## config.mk

```make
export PLATFORM = sky130hd
export DESIGN_NAME = vga_timing_gen_flat
export DESIGN_NICKNAME = d
export VERILOG_FILES = /design/src/rtl/vga_timing_pkg.sv /design/src/rtl/vga_timing_gen_if.sv /design/src/rtl/vga_axis_counter.sv /design/src/rtl/vga_timing_gen.sv /design/src/flat_wrapper.sv
export SDC_FILE = /design/constraint.sdc
export NUM_CORES = 1
export LEC_CHECK = 0
export CORE_MARGIN = 5
export CORE_UTILIZATION = 53
export DETAILED_ROUTE_END_ITERATION = 8
export GPL_TIMING_DRIVEN = 0
export PLACE_DENSITY = 0.85
export SYNTH_ARGS = -nofsm -noshare
export SYNTH_HDL_FRONTEND = slang
export SYNTH_SLANG_ARGS = --single-unit
```

## constraint.sdc

```tcl
create_clock -name clk_i -period 3.3 [get_ports clk_i]
set_input_delay 0.66 -clock clk_i [delete_from_list [all_inputs] [get_ports clk_i]]
set_output_delay 0.66 -clock clk_i [all_outputs]
set_load 0.05 [all_outputs]
```

## src/rtl/vga_timing_pkg.sv

```systemverilog
// Default 640x480@60 raster constants and helpers shared by the timing generator and its axis counters.
package vga_timing_pkg;

    localparam int unsigned DefHActive = 640;
    localparam int unsigned DefHFp     = 16;
    localparam int unsigned DefHSync   = 96;
    localparam int unsigned DefHBp     = 48;
    localparam int unsigned DefVActive = 480;
    localparam int unsigned DefVFp     = 10;
    localparam int unsigned DefVSync   = 2;
    localparam int unsigned DefVBp     = 33;
    localparam int unsigned DefBits    = 10;

    function automatic int unsigned axis_period(input int unsigned active, input int unsigned fp,
                                                input int unsigned sync, input int unsigned bp);
        return active + fp + sync + bp;
    endfunction

    function automatic int unsigned sync_start(input int unsigned active, input int unsigned fp);
        return active + fp;
    endfunction

endpackage

```

## src/rtl/vga_timing_gen_if.sv

```systemverilog
// Raster timing bus: run enable towards the generator; sync, blanking, position and strobes back out.
interface vga_timing_gen_if #(
    parameter int unsigned H_BITS = 10,
    parameter int unsigned V_BITS = 10
);
    logic              en;
    logic              hsync;
    logic              vsync;
    logic              disp_ena;
    logic              n_blank;
    logic [H_BITS-1:0] col;
    logic [V_BITS-1:0] row;
    logic              line_start;
    logic              frame_start;

    modport master (
        input  en,
        output hsync, vsync, disp_ena, n_blank, col, row, line_start, frame_start
    );

    modport slave (
        output en,
        input  hsync, vsync, disp_ena, n_blank, col, row, line_start, frame_start
    );
endinterface

```

## src/rtl/vga_axis_counter.sv

```systemverilog
// One raster axis: wrapping position counter with active-region and sync-region decode.
module vga_axis_counter
    import vga_timing_pkg::*;
#(
    parameter int unsigned ACTIVE = DefHActive,
    parameter int unsigned FP     = DefHFp,
    parameter int unsigned SYNC   = DefHSync,
    parameter int unsigned BP     = DefHBp,
    parameter int unsigned BITS   = DefBits
) (
    input  logic            clk_i,
    input  logic            rst_ni,
    input  logic            inc_i,
    output logic [BITS-1:0] cnt_o,
    output logic            wrap_o,
    output logic            in_active_o,
    output logic            in_sync_o
);
    localparam int unsigned Period = axis_period(ACTIVE, FP, SYNC, BP);
    localparam int unsigned SyncLo = sync_start(ACTIVE, FP);
    localparam int unsigned SyncHi = SyncLo + SYNC;
    localparam logic [BITS-1:0] Last = BITS'(Period - 1);

    logic [BITS-1:0] cnt_q, cnt_d;
    logic [31:0]     cnt_ext;

    // Decode in 32 bits: the sync end may equal 2**BITS, which the counter width cannot hold.
    assign cnt_ext     = 32'(cnt_q);
    assign wrap_o      = (cnt_q == Last);
    assign in_active_o = (cnt_ext < ACTIVE);
    assign in_sync_o   = (cnt_ext >= SyncLo) && (cnt_ext < SyncHi);
    assign cnt_o       = cnt_q;

    always_comb begin
        cnt_d = cnt_q;
        if (inc_i) begin
            cnt_d = wrap_o ? '0 : cnt_q + 1'b1;
        end
    end

    always_ff @(posedge clk_i or negedge rst_ni) begin
        if (!rst_ni) begin
            cnt_q <= '0;
        end else begin
            cnt_q <= cnt_d;
        end
    end
endmodule

```

## src/rtl/vga_timing_gen.sv

```systemverilog
// Parametrised VGA raster timing generator; outputs describe the position held one tick earlier.
module vga_timing_gen
    import vga_timing_pkg::*;
#(
    parameter int unsigned H_ACTIVE = DefHActive,
    parameter int unsigned H_FP     = DefHFp,
    parameter int unsigned H_SYNC   = DefHSync,
    parameter int unsigned H_BP     = DefHBp,
    parameter int unsigned V_ACTIVE = DefVActive,
    parameter int unsigned V_FP     = DefVFp,
    parameter int unsigned V_SYNC   = DefVSync,
    parameter int unsigned V_BP     = DefVBp,
    parameter bit          H_POL    = 1'b0,
    parameter bit          V_POL    = 1'b0,
    parameter int unsigned H_BITS   = DefBits,
    parameter int unsigned V_BITS   = DefBits,
    parameter int unsigned PIX_DIV  = 1
) (
    input logic              clk_i,
    input logic              rst_ni,
    vga_timing_gen_if.master vga_io
);
    if (H_ACTIVE == 0 || H_SYNC == 0 || V_ACTIVE == 0 || V_SYNC == 0 || H_BITS == 0 ||
        V_BITS == 0) begin : g_err_zero
        $error("vga_timing_gen: zero-sized timing parameter");
    end
    if (PIX_DIV < 1) begin : g_err_div
        $error("vga_timing_gen: PIX_DIV must be at least 1");
    end
    if (64'(axis_period(H_ACTIVE, H_FP, H_SYNC, H_BP)) > (64'd1 << H_BITS)) begin : g_err_h
        $error("vga_timing_gen: H period does not fit in H_BITS");
    end
    if (64'(axis_period(V_ACTIVE, V_FP, V_SYNC, V_BP)) > (64'd1 << V_BITS)) begin : g_err_v
        $error("vga_timing_gen: V period does not fit in V_BITS");
    end

    localparam int unsigned DivW = (PIX_DIV > 1) ? $clog2(PIX_DIV) : 1;
    localparam logic [DivW-1:0] DivLast = DivW'(PIX_DIV - 1);

    logic [DivW-1:0]   div_q, div_d;
    logic              tick;
    logic [H_BITS-1:0] h_cnt;
    logic [V_BITS-1:0] v_cnt;
    logic              h_wrap, h_active, h_sync;
    logic              v_wrap, v_active, v_sync;
    logic              unused_v_wrap;

    logic              hsync_q, hsync_d, vsync_q, vsync_d, de_q, de_d;
    logic              ls_q, ls_d, fs_q, fs_d;
    logic [H_BITS-1:0] col_q, col_d;
    logic [V_BITS-1:0] row_q, row_d;

    assign tick          = vga_io.en && (div_q == DivLast);
    assign unused_v_wrap = v_wrap;

    always_comb begin
        div_d = div_q;
        if (vga_io.en) begin
            div_d = tick ? '0 : div_q + 1'b1;
        end
    end

    vga_axis_counter #(
        .ACTIVE (H_ACTIVE),
        .FP     (H_FP),
        .SYNC   (H_SYNC),
        .BP     (H_BP),
        .BITS   (H_BITS)
    ) u_h_axis (
        .clk_i       (clk_i),
        .rst_ni      (rst_ni),
        .inc_i       (tick),
        .cnt_o       (h_cnt),
        .wrap_o      (h_wrap),
        .in_active_o (h_active),
        .in_sync_o   (h_sync)
    );

    vga_axis_counter #(
        .ACTIVE (V_ACTIVE),
        .FP     (V_FP),
        .SYNC   (V_SYNC),
        .BP     (V_BP),
        .BITS   (V_BITS)
    ) u_v_axis (
        .clk_i       (clk_i),
        .rst_ni      (rst_ni),
        .inc_i       (tick && h_wrap),
        .cnt_o       (v_cnt),
        .wrap_o      (v_wrap),
        .in_active_o (v_active),
        .in_sync_o   (v_sync)
    );

    // Strobes are cleared while paused so a resume cannot replay a stale strobe.
    always_comb begin
        hsync_d = hsync_q;
        vsync_d = vsync_q;
        de_d    = de_q;
        col_d   = col_q;
        row_d   = row_q;
        ls_d    = ls_q;
        fs_d    = fs_q;
        if (tick) begin
            hsync_d = h_sync ? H_POL : ~H_POL;
            vsync_d = v_sync ? V_POL : ~V_POL;
            de_d    = h_active && v_active;
            col_d   = h_active ? h_cnt : col_q;
            row_d   = v_active ? v_cnt : row_q;
            ls_d    = (h_cnt == '0);
            fs_d    = (h_cnt == '0) && (v_cnt == '0);
        end else if (!vga_io.en) begin
            ls_d = 1'b0;
            fs_d = 1'b0;
        end
    end

    always_ff @(posedge clk_i or negedge rst_ni) begin
        if (!rst_ni) begin
            div_q   <= '0;
            hsync_q <= ~H_POL;
            vsync_q <= ~V_POL;
            de_q    <= 1'b0;
            col_q   <= '0;
            row_q   <= '0;
            ls_q    <= 1'b0;
            fs_q    <= 1'b0;
        end else begin
            div_q   <= div_d;
            hsync_q <= hsync_d;
            vsync_q <= vsync_d;
            de_q    <= de_d;
            col_q   <= col_d;
            row_q   <= row_d;
            ls_q    <= ls_d;
            fs_q    <= fs_d;
        end
    end

    assign vga_io.hsync       = hsync_q;
    assign vga_io.vsync       = vsync_q;
    assign vga_io.disp_ena    = de_q;
    assign vga_io.n_blank     = de_q;
    assign vga_io.col         = col_q;
    assign vga_io.row         = row_q;
    assign vga_io.line_start  = ls_q && vga_io.en;
    assign vga_io.frame_start = fs_q && vga_io.en;
endmodule

```

## src/flat_wrapper.sv

```systemverilog
// flat-port wrapper written by rule: the top's interface ports become plain ports
module vga_timing_gen_flat import vga_timing_pkg::*;
#(
    parameter int unsigned H_ACTIVE = DefHActive,
    parameter int unsigned H_FP     = DefHFp,
    parameter int unsigned H_SYNC   = DefHSync,
    parameter int unsigned H_BP     = DefHBp,
    parameter int unsigned V_ACTIVE = DefVActive,
    parameter int unsigned V_FP     = DefVFp,
    parameter int unsigned V_SYNC   = DefVSync,
    parameter int unsigned V_BP     = DefVBp,
    parameter bit          H_POL    = 1'b0,
    parameter bit          V_POL    = 1'b0,
    parameter int unsigned H_BITS   = DefBits,
    parameter int unsigned V_BITS   = DefBits,
    parameter int unsigned PIX_DIV  = 1
)
  (clk_i, rst_ni, vga_io_en, vga_io_hsync, vga_io_vsync, vga_io_disp_ena, vga_io_n_blank, vga_io_col, vga_io_row, vga_io_line_start, vga_io_frame_start);
  vga_timing_gen_if #(.H_BITS(H_BITS), .V_BITS(V_BITS)) vga_io_i ();
  input logic clk_i;
  input logic rst_ni;
  input wire logic [$bits(vga_io_i.en)-1:0] vga_io_en;
  output wire logic [$bits(vga_io_i.hsync)-1:0] vga_io_hsync;
  output wire logic [$bits(vga_io_i.vsync)-1:0] vga_io_vsync;
  output wire logic [$bits(vga_io_i.disp_ena)-1:0] vga_io_disp_ena;
  output wire logic [$bits(vga_io_i.n_blank)-1:0] vga_io_n_blank;
  output wire logic [$bits(vga_io_i.col)-1:0] vga_io_col;
  output wire logic [$bits(vga_io_i.row)-1:0] vga_io_row;
  output wire logic [$bits(vga_io_i.line_start)-1:0] vga_io_line_start;
  output wire logic [$bits(vga_io_i.frame_start)-1:0] vga_io_frame_start;
  assign vga_io_i.en = vga_io_en;
  assign vga_io_hsync = vga_io_i.hsync;
  assign vga_io_vsync = vga_io_i.vsync;
  assign vga_io_disp_ena = vga_io_i.disp_ena;
  assign vga_io_n_blank = vga_io_i.n_blank;
  assign vga_io_col = vga_io_i.col;
  assign vga_io_row = vga_io_i.row;
  assign vga_io_line_start = vga_io_i.line_start;
  assign vga_io_frame_start = vga_io_i.frame_start;
  vga_timing_gen #(.H_ACTIVE(H_ACTIVE), .H_FP(H_FP), .H_SYNC(H_SYNC), .H_BP(H_BP), .V_ACTIVE(V_ACTIVE), .V_FP(V_FP), .V_SYNC(V_SYNC), .V_BP(V_BP), .H_POL(H_POL), .V_POL(V_POL), .H_BITS(H_BITS), .V_BITS(V_BITS), .PIX_DIV(PIX_DIV)) u_core (.clk_i(clk_i), .rst_ni(rst_ni), .vga_io(vga_io_i));
endmodule
```

==> out/results.ini <==
[yosys]
syn_area_per_cell_um2=11.2
synth_seq_cells=46
ys.flop_type=dfrtp_1
synthArstFlopShare=1.00
synth_compound_area_frac=0.0828
syn_nets=206
yosysWarnings=0
synth_fa_ha_area_frac=0.0225
synth-edff-count=0
synth-xor-area-share=0.0394
synthSimpleGateAreaFrac=0.213
synth_cell_type_count=51
yosysSeqAreaShare=0.519
synthCells=199
synth_top_family_by_area=simple AND/OR/NAND/NOR gates
synth_mux_area_frac=0.0659
synthesis.area_um2=2220

[detailed_routing]
routedWlPerCell_um=14.9
vias=1606
drt_wl_total_um=4250
drc=0
via_per_inst=5.62
ant_nets=0
drt_iter0_drc=80
drt-pass1-iter-count=4

[cts]
clk_path_buf_depth=2
cts_root_buf=clkbuf_8
insertion_delay_ns=0.30
hold_buffers=0
cts_made_buffers=5
cts_tree=built
post-cts-setup-buffer-count=0
clk_pin_slew_ns=0.08
cts_sinks=46
cts-resized-gates=0
htree_levels=2

[critical_path]
worstRegToRegCells=5
criticalPathCategory=in -> out
cp.depth=3
cp_top_family=buffers and inverters
slowest_stage=clkdlybuf4s50_1
cp.arrival_ns=2.23
path_buf_inv=2
crit_top_cell=clkdlybuf4s50_1
path_cells=clkdlybuf4s50_1 > and2_1 > clkdlybuf4s50_1
max_stage_delay_ns=0.80
crit_fanout=7
crit_path_end_kind=output port
worst_ep_required_time_ns=2.64
critPathLaunchType=input port

[timing]
hold_viol_final=0
slew_headroom=0.621
worst_pin_slew_ns=0.564
period_share=0.875
finalMaxSlewViolations=0
setup_viol=0
fin_setup_tns_ns=0
rsz0062_at_grt=no
timing.fmax_mhz=346
clock_skew_ns=0.00842
period_minus_slack_ns=2.89

[worst_hold_path]
hold_class=in -> async

[power]
power_per_cell_area_nw_per_um2=568
combPwrFrac=0.280
internal_power_mw=1.06
p_seq_frac=0.440
clkPwrFrac=0.280
p_leak_nw=1.26
vdd_drop_max_mv=0.321
switching_share=0.307
power_switching_mw=0.470

[final_layout]
final_nets=242
drive_gt1_frac=0.186
fill_cells=318
area_growth_pct=21.4
num_antenna_cells=0
fin_util=0.669

[floorplanning]
num_rows=23
io_pins=29
coreArea_um2=4030
die_y_um=74.7
die-area_um2=5580
initial_core_util=0.551
fp.dieW_um=74.7

[outcome]
status=completed

[placed_design]
gp_congestion=0.837
hpwlAfterDp_um=3050
numPortBuffers=28

[global_routing]
grt.total_usage=0.172
grt_pass1_vias=1578
antenna_found_initial=0
grt_overflow=0
grt_max_degree=29
grt_pass1_wl_um=7350

[run]
cap_violations=0

path summary, 6_finish.rpt:
path	to	slack, ns	start
min in group clk_i	u_core.vga_io.vsync	0.47	u_core.vga_io.vsync
max in group asynchronous	u_core.vga_io.vsync	2.44	rst_ni
hold / removal	u_core.u_h_axis.cnt_o[7]	0.30	rst_ni
hold reg to reg	u_core.vga_io.vsync	0.47	u_core.vga_io.vsync
setup / recovery	vga_io_frame_start	0.41	vga_io_en
setup reg to reg	u_core.u_v_axis.cnt_o[2]	1.45	u_core.div_q
area by class of cell:
class | count | area, µm² | area share
clock inverters | 1 | 30.0 | 0.0111
multi-input cells | 138 | 941 | 0.349
plain buffers | 11 | 111 | 0.0413
flip-flops and latches | 46 | 1150 | 0.428
clock buffers | 7 | 86.3 | 0.0320
well taps | 50 | 62.6 | 0.0232
repair buffers | 29 | 295 | 0.110
inverters | 4 | 15.0 | 0.00557
metal layers:
metal,vias up,share of wire,track usage
met5,-,0,0
met4,0,0.017,0.0573
met3,7,0.045,0.0374
met2,38,0.46,0.265
met1,784,0.48,0.243
li1,777,-,-
cells in the final DEF, fill, tap and decap left out, drive strengths merged, types with 2 or more instances in the layout:
master	n
a21o	2
a21oi	5
and2	4
and3	2
and4b	3
buf	9
clkbuf	10
clkdlybuf4s50	27
dfrtp	44
dfstp	2
ha	4
inv	4
mux2	13
nand2	24
nand2b	2
nand3	5
nand4	7
nand4b	2
nor2	13
nor2b	3
nor3	4
nor4	4
o21ai	11
o31ai	2
or3	2
or4	2
xnor2	3
xor2	7
per-stage QoR:
| step | total power [mW] | cell area (µm²) | std cells | setup WS, ns | hold WS (ns) |
|---|---|---|---|---|---|
| 4_1_cts | 1.54 | 2700 | 286 | 0.404 | 0.305 |
| 5_1_grt | 1.61 | 2700 | 286 | 0.351 | 0.320 |
| 6_report | 1.53 | 2700 | 286 | 0.413 | 0.300 |
| 3_3_place_gp | 1.10 | 2560 | 277 | 0.383 | 0.459 |
| 2_1_floorplan | 0.990 | 2220 | 199 | 1.50 | 0.364 |
| 3_5_place_dp | 1.12 | 2580 | 278 | 0.416 | 0.462 |
synthesized netlist by cell type (all sizes together), types with 2 or more instances:
master	count	area, µm²
ha	4	50.1
or3	2	12.5
nor3	4	20.0
o31ai	2	15.0
dfstp	2	52.6
buf	7	46.3
nand2	24	90.1
inv	4	15.0
and2	4	25.0
o21ai	11	55.1
nand4b	2	32.5
or4	2	18.8
nand4	7	50.1
and3	2	13.8
nand2b	2	12.5
nor2b	3	18.8
and4b	3	31.3
xor2	7	61.3
clkbuf	3	32.5
nor2	13	48.8
nor4	4	31.3
a21oi	5	25.0
dfrtp	44	1100
xnor2	3	26.3
nand3	5	25.0
a21o	2	15.0
mux2	13	146
logic make-up (layout without fill, tap and decap cells):
| family | count (synthesis) | after routing |
|---|---|---|
| AO/OA/AOI/OAI | 29 | 29 |
| XOR/XNOR | 10 | 10 |
| adder cells (fa/ha/maj) | 4 | 4 |
| buffers and inverters | 15 | 52 |
| flip-flops | 46 | 46 |
| multiplexers | 13 | 13 |
| AND/OR/NAND/NOR | 82 | 82 |
state kept, by name, indices dropped and copies added (netlist names):
name / count
u_core.div_q: 1
u_core.fs_q: 1
u_core.ls_q: 1
u_core.u_h_axis.cnt_o: 10
u_core.u_v_axis.cnt_o: 10
u_core.vga_io.col: 10
u_core.vga_io.disp_ena: 1
u_core.vga_io.hsync: 1
u_core.vga_io.row: 10
u_core.vga_io.vsync: 1
power by group through the flow:
stage	Sequential (mW)	Clock, mW	Combinational (mW)
global placement	0.682	0	0.422
finish	0.673	0.428	0.429
CTS	0.675	0.435	0.432
global route	0.683	0.463	0.466
floorplan	0.789	0	0.201
detailed placement	0.686	0	0.432
No activity file was read; power rests on OpenSTA's default activity.
